$ cat src/rtl/if_id_stage_pkg.sv
// Shared definitions for the fetch stage: instruction field positions,
// the NOP encoding, the default reset PC and the PC update priority.
package if_id_stage_pkg;

  localparam logic [31:0] NOP_INSTR        = 32'h0000_0000;
  localparam logic [31:0] DEFAULT_RESET_PC = 32'h0000_0000;

  localparam int OPCODE_MSB = 31;
  localparam int OPCODE_LSB = 26;
  localparam int RS_MSB     = 25;
  localparam int RS_LSB     = 21;
  localparam int RT_MSB     = 20;
  localparam int RT_LSB     = 16;
  localparam int RD_MSB     = 15;
  localparam int RD_LSB     = 11;
  localparam int SHAMT_MSB  = 10;
  localparam int SHAMT_LSB  = 6;
  localparam int FUNCT_MSB  = 5;
  localparam int FUNCT_LSB  = 0;
  localparam int IMM_MSB    = 15;
  localparam int IMM_LSB    = 0;
  localparam int JADDR_MSB  = 25;
  localparam int JADDR_LSB  = 0;

  typedef enum logic [1:0] {
    PC_NORMAL,
    PC_STALL,
    PC_FLUSH
  } pc_op_e;

  // A redirect always wins over a stall request from the hazard unit.
  function automatic pc_op_e pcOpSelect(input logic stall, input logic flush);
    if (flush) return PC_FLUSH;
    if (stall) return PC_STALL;
    return PC_NORMAL;
  endfunction

endpackage

$ cat src/rtl/if_id_stage_program_counter.sv
// Program counter register with the +4 adder and redirect alignment.
// Reset is synchronous and overrides every other request.
module program_counter
  import if_id_stage_pkg::*;
#(
  parameter logic [31:0] RESET_PC = DEFAULT_RESET_PC
) (
  input  logic        clock,
  input  logic        reset,
  input  pc_op_e      op_i,
  input  logic [31:0] target_i,
  output logic [31:0] pc_o,
  output logic [31:0] pc_plus4_o
);

  logic [31:0] pc_q;
  logic [31:0] pc_d;
  logic [31:0] pcPlus4;

  assign pcPlus4 = pc_q + 32'd4;

  always_comb begin
    pc_d = pc_q;
    unique case (op_i)
      PC_FLUSH:  pc_d = target_i & 32'hFFFF_FFFC;
      PC_STALL:  pc_d = pc_q;
      default:   pc_d = pcPlus4;
    endcase
  end

  always_ff @(posedge clock) begin
    if (reset) begin
      pc_q <= RESET_PC;
    end else begin
      pc_q <= pc_d;
    end
  end

  assign pc_o       = pc_q;
  assign pc_plus4_o = pcPlus4;

endmodule

$ cat src/rtl/if_id_stage.sv
// Instruction fetch stage and IF/ID pipeline register with decode field
// slicing and debug fetch/stall counters.
module if_id_stage
  import if_id_stage_pkg::*;
#(
  parameter logic [31:0] RESET_PC = DEFAULT_RESET_PC
) (
  input  logic        clock,
  input  logic        reset,
  output logic [31:0] io_pc,
  input  logic [31:0] io_instruction,
  input  logic        io_stall,
  input  logic        io_flush,
  input  logic [31:0] io_branch_target,
  output logic        io_if_id_valid,
  output logic [31:0] io_if_id_pc_plus4,
  output logic [31:0] io_if_id_instruction,
  output logic [5:0]  io_opcode,
  output logic [4:0]  io_rs,
  output logic [4:0]  io_rt,
  output logic [4:0]  io_rd,
  output logic [4:0]  io_shamt,
  output logic [5:0]  io_funct,
  output logic [15:0] io_immidiate,
  output logic [25:0] io_jump_address,
  output logic [31:0] io_fetch_count,
  output logic [31:0] io_stall_count
);

  pc_op_e      pcOp;
  logic [31:0] pcPlus4Next;

  logic        valid_q, valid_d;
  logic [31:0] instr_q, instr_d;
  logic [31:0] pcPlus4_q, pcPlus4_d;
  logic [31:0] fetchCount_q, fetchCount_d;
  logic [31:0] stallCount_q, stallCount_d;

  assign pcOp = pcOpSelect(io_stall, io_flush);

  program_counter #(
    .RESET_PC (RESET_PC)
  ) u_pc (
    .clock      (clock),
    .reset      (reset),
    .op_i       (pcOp),
    .target_i   (io_branch_target),
    .pc_o       (io_pc),
    .pc_plus4_o (pcPlus4Next)
  );

  always_comb begin
    valid_d      = valid_q;
    instr_d      = instr_q;
    pcPlus4_d    = pcPlus4_q;
    fetchCount_d = fetchCount_q;
    stallCount_d = stallCount_q;
    unique case (pcOp)
      PC_FLUSH: begin
        valid_d   = 1'b0;
        instr_d   = NOP_INSTR;
        pcPlus4_d = 32'd0;
      end
      PC_STALL: begin
        stallCount_d = stallCount_q + 32'd1;
      end
      default: begin
        valid_d      = 1'b1;
        instr_d      = io_instruction;
        pcPlus4_d    = pcPlus4Next;
        fetchCount_d = fetchCount_q + 32'd1;
      end
    endcase
  end

  always_ff @(posedge clock) begin
    if (reset) begin
      valid_q      <= 1'b0;
      instr_q      <= NOP_INSTR;
      pcPlus4_q    <= 32'd0;
      fetchCount_q <= 32'd0;
      stallCount_q <= 32'd0;
    end else begin
      valid_q      <= valid_d;
      instr_q      <= instr_d;
      pcPlus4_q    <= pcPlus4_d;
      fetchCount_q <= fetchCount_d;
      stallCount_q <= stallCount_d;
    end
  end

  // Decode fields come only from the registered word, never from the ROM.
  assign io_if_id_valid       = valid_q;
  assign io_if_id_pc_plus4    = pcPlus4_q;
  assign io_if_id_instruction = instr_q;
  assign io_opcode            = instr_q[OPCODE_MSB:OPCODE_LSB];
  assign io_rs                = instr_q[RS_MSB:RS_LSB];
  assign io_rt                = instr_q[RT_MSB:RT_LSB];
  assign io_rd                = instr_q[RD_MSB:RD_LSB];
  assign io_shamt             = instr_q[SHAMT_MSB:SHAMT_LSB];
  assign io_funct             = instr_q[FUNCT_MSB:FUNCT_LSB];
  assign io_immidiate         = instr_q[IMM_MSB:IMM_LSB];
  assign io_jump_address      = instr_q[JADDR_MSB:JADDR_LSB];
  assign io_fetch_count       = fetchCount_q;
  assign io_stall_count       = stallCount_q;

endmodule

$ cat config.mk
export PLATFORM = sky130hd
export DESIGN_NAME = if_id_stage
export DESIGN_NICKNAME = d
export VERILOG_FILES = /design/src/rtl/if_id_stage_pkg.sv /design/src/rtl/if_id_stage_program_counter.sv /design/src/rtl/if_id_stage.sv
export SDC_FILE = /design/constraint.sdc
export NUM_CORES = 1
export LEC_CHECK = 0
export BUFFER_PORTS_ARGS = -buffer_cell sky130_fd_sc_hd__clkbuf_2
export CAP_MARGIN = 15
export CORE_MARGIN = 8
export CORE_UTILIZATION = 53
export CTS_CLUSTER_SIZE = 20
export DETAILED_ROUTE_END_ITERATION = 12
export GPL_ROUTABILITY_DRIVEN = 0
export GPL_TIMING_DRIVEN = 0
export PLACE_DENSITY = 0.86
export SYNTH_ARGS = -nofsm -noshare
export SYNTH_HDL_FRONTEND = slang
export SYNTH_SLANG_ARGS = --single-unit
$ cat constraint.sdc
create_clock -name clock -period 3.5 [get_ports clock]
set_clock_uncertainty 0.1 [all_clocks]
set_input_delay 0.7 -clock clock [delete_from_list [all_inputs] [get_ports clock]]
set_output_delay 0.7 -clock clock [all_outputs]
set_load 0.05 [all_outputs]
==> metrics.md <==
| Metric | Value |
|---|---|
| Status | complete, no violations |
| Reg2reg start | u_pc.pc_o[7]$_SDFFE_PP0P_ |
| Critical Path RT | 3680 ps |
| DR iter-0 viols | around 420 |
| Asr flop ratio synth | 0 |
| CP startpoint kind | input port |
| Grt ovf | 0 |
| Pwr Total | 4.32 mW |
| Post-Synthesis Cell Area | about 7600 um2 |
| Num CTS Buffers | 17 |
| Routed Wire Length | 24400 um |
| Worst reg2reg setup slack | 820 ps |
| Final hold vios | 0 |
| Slew margin rel. | 0.353 |
| Postcts setup bufs | 0 |
| Number of routed nets with antenna violations | 0 |
| Htree depth | 4 |
| Cts hold-fix bufs | 0 |
| Port buffer count | 298 |
| Global-route wire length before repair | 37700 um |
| Initial Util | 0.534 |
| Total GRT Usage | 0.255 |
| Die Wd | ~140 um |
| Worst min-delay path category | reg -> reg |
| Worst Hold Path EP | io_if_id_valid$_SDFFE_PP0P_ |
| Crit Path Category | in -> reg |
| PD cells | approximately 440 nW/um2 |
| Hold depth | 2 |
| Num ports | 303 |
| Largest net degree at the start of global routing | 17 |
| CORE AREA | 14300 um2 |
| Finished Layout Cells | 1406 |
| Ys Warns | 0 |
| Cell Count Post-Placement | ~1400 |
| #FFs+latches synth | 158 |
| Avg Inst Size Synth | between 8 and 9 um2 |
| Area grow syn2layout | 30.1% |
| Max-Cap Viols | 0 |
| Clock Tree Root | clkbuf_16 |
| Synth Flop Type | dfxtp_1 |
| Commonest non-fill, non-tap cell in the layout | clkbuf_2 |
| CTS sink cnt | about 160 |
| Most frequent cells in the layout | 299 x clkbuf_2, 158 x dfxtp_1, 143 x nor2_1, 77 x buf_4, 73 x nand2_1 |
| Post-Syn Instances | between 800 and 900 |
| Seq/Total Area, Yosys | 0.415 |
| Post-synth EDFFs | 0 |
| Sequential power share | 0.440 |
| Worst path arrival time | 2900 ps |
| # rows | between 40 and 50 |
| Vias in the first global route | 7119 |
| Unique masters post-synth | 52 |
| # nets final | 1280 |
| Largest fanout on the critical path | 10 |
| Peak supply drop | 0.323 mV |
| Sw frac | 0.289 |
| Antenna Cells | 0 |
| PostCTS Resize Cnt | 0 |
| Via count | ~7300 |
| Initial antenna violation count | 1 |
| CTS Buffer Depth | 2 |
| Clk_lat worst skew | 430 ps |
| Final Cycle Share | 0.777 |
| Setup_tns | 0 ps |
| Drt drc | 0 |
| RSZ-0062 raised after global routing | no |
| Min Tclk post-route | 2720 ps |
| Wire length per cell | 17.3 um |
| CTS tree | done |
| Slew @ Worst Pin | roughly 960 ps |
| Initial DRT Pass Iterations | 5 |
| Reg2reg path depth | 6 |
| Reg-to-reg endpoint | u_pc.pc_o[19]$_SDFFE_PP0P_ |
| Detail-routed via count per cell | 5.22 |
| Die area | 18500 um2 |
| Beginning of the worst hold path | io_if_id_valid$_SDFFE_PP0P_ |
| Final-report max-slew violation count | 0 |
| Final Instance Area | just under 10000 um2 |
| Combinational share of power | 0.146 |
| Clock Power Share | 0.413 |
| Die Height | approximately 140 um |
| Cell Area, Placed | 9340 um2 |
| Post-DP HPWL | about 19000 um |
| Final setup vio count | 0 |
| Worst-path clk slew | ~60 ps |
| Internal | 3.07 mW |
| Fraction of layout cells with a size suffix above 1 | 0.353 |
| Leakage Power | 4.57 nW |
| NetSw | 1.25 mW |
| Fmax | about 370 MHz |
| Critical path capture point type | register |
-- how the worst max path moves through the flow --
stage | start | endpoint | slack (ps) | depth (start not counted)
6_report | io_stall | u_pc.pc_o[2]$_SDFFE_PP0P_ | 780 | 7
5_1_grt | io_stall | u_pc.pc_o[2]$_SDFFE_PP0P_ | 620 | 7
4_1_cts | io_stall | u_pc.pc_o[2]$_SDFFE_PP0P_ | 760 | 7
3_5_place_dp | io_stall | u_pc.pc_o[2]$_SDFFE_PP0P_ | 420 | 7
3_3_place_gp | io_stall | u_pc.pc_o[2]$_SDFFE_PP0P_ | 400 | 7
2_1_floorplan | io_fetch_count[4]$_SDFFE_PP0N_ | io_fetch_count[31]$_SDFFE_PP0N_ | 900 | 5
-- state kept, by name, summed over array words and instances (netlist names) --
signal                count
io_fetch_count           32
io_if_id_instruction     32
io_if_id_pc_plus4        31
io_if_id_valid            1
io_stall_count           32
u_pc.pc_o                30
-- final cells by class --
| cell class | instances | area (um2) |
|---|---|---|
| inverters | 11 | 41.3 |
| multi-input cells | 602 | 3660 |
| fillers | 1139 | 4350 |
| plain buffers | 121 | 751 |
| well taps | 184 | 230 |
| repair buffers | 298 | 1490 |
| clock inverters | 11 | 88.8 |
| clock buffers | 21 | 480 |
| flip-flops and latches | 158 | 3160 |
-- synth_stat cells (5+ instances only) --
master,instances,area share
a211oi_1,17,0.017
a21oi_1,27,0.018
and3_1,9,0.0074
buf_1,6,0.0030
buf_2,5,0.0033
buf_4,77,0.076
clkbuf_1,32,0.016
dfxtp_1,158,0.42
inv_1,10,0.0049
mux2i_1,40,0.053
nand2_1,73,0.036
nand3_1,35,0.023
nand4_1,36,0.030
nor2_1,143,0.070
nor2b_1,6,0.0049
nor3_1,15,0.0099
nor4_1,9,0.0074
o21ai_0,31,0.020
or3_1,10,0.0082
xnor2_1,29,0.033
xor2_1,72,0.083
-- logic make-up after synthesis --
| group | synth area share |
|---|---|
| other | 0.000492 |
| AND/OR/NAND/NOR | 0.239 |
| multiplexers | 0.0560 |
| flip-flops | 0.415 |
| XOR/XNOR | 0.116 |
| adder cells (fa/ha/maj) | 0.00493 |
| buffers and inverters | 0.104 |
| AO/OA/AOI/OAI | 0.0644 |
-- through the flow --
step                 util  hold slack (ps)  setup WS (ps)
finish              0.695              355            780
global route        0.695              368            616
CTS                 0.695              351            762
detailed placement  0.655              342            424
global placement    0.655              334            398
floorplan               -              562            902
-- routing by layer --
layer / vias to the layer above / share of wire / GRT usage
met2: 280 / 0.49 / 0.419
met5: - / 0.00053 / 0
li1: 3584 / - / -
met4: 2 / 0.018 / 0.0787
met3: 37 / 0.081 / 0.0754
met1: 3439 / 0.41 / 0.316
-- worst max-delay path, stage by stage --
cell	delay [ps]
clkbuf_2	190
clkbuf_1	480
clkbuf_1	460
buf_1	580
nor2_1	140
o21ai_0	230
a21oi_1	100
-- power groups by stage --
| stage | registers [mW] | clock network (mW) | logic (mW) |
|---|---|---|---|
| after floorplan | 2.09 | 0 | 0.303 |
| after global placement | 1.94 | 0 | 0.623 |
| after detailed placement | 1.94 | 0 | 0.631 |
| after CTS | 1.90 | 1.80 | 0.635 |
| after global routing | 1.91 | 1.88 | 0.669 |
| final | 1.90 | 1.78 | 0.632 |
Power figures use the tool's default switching activity.
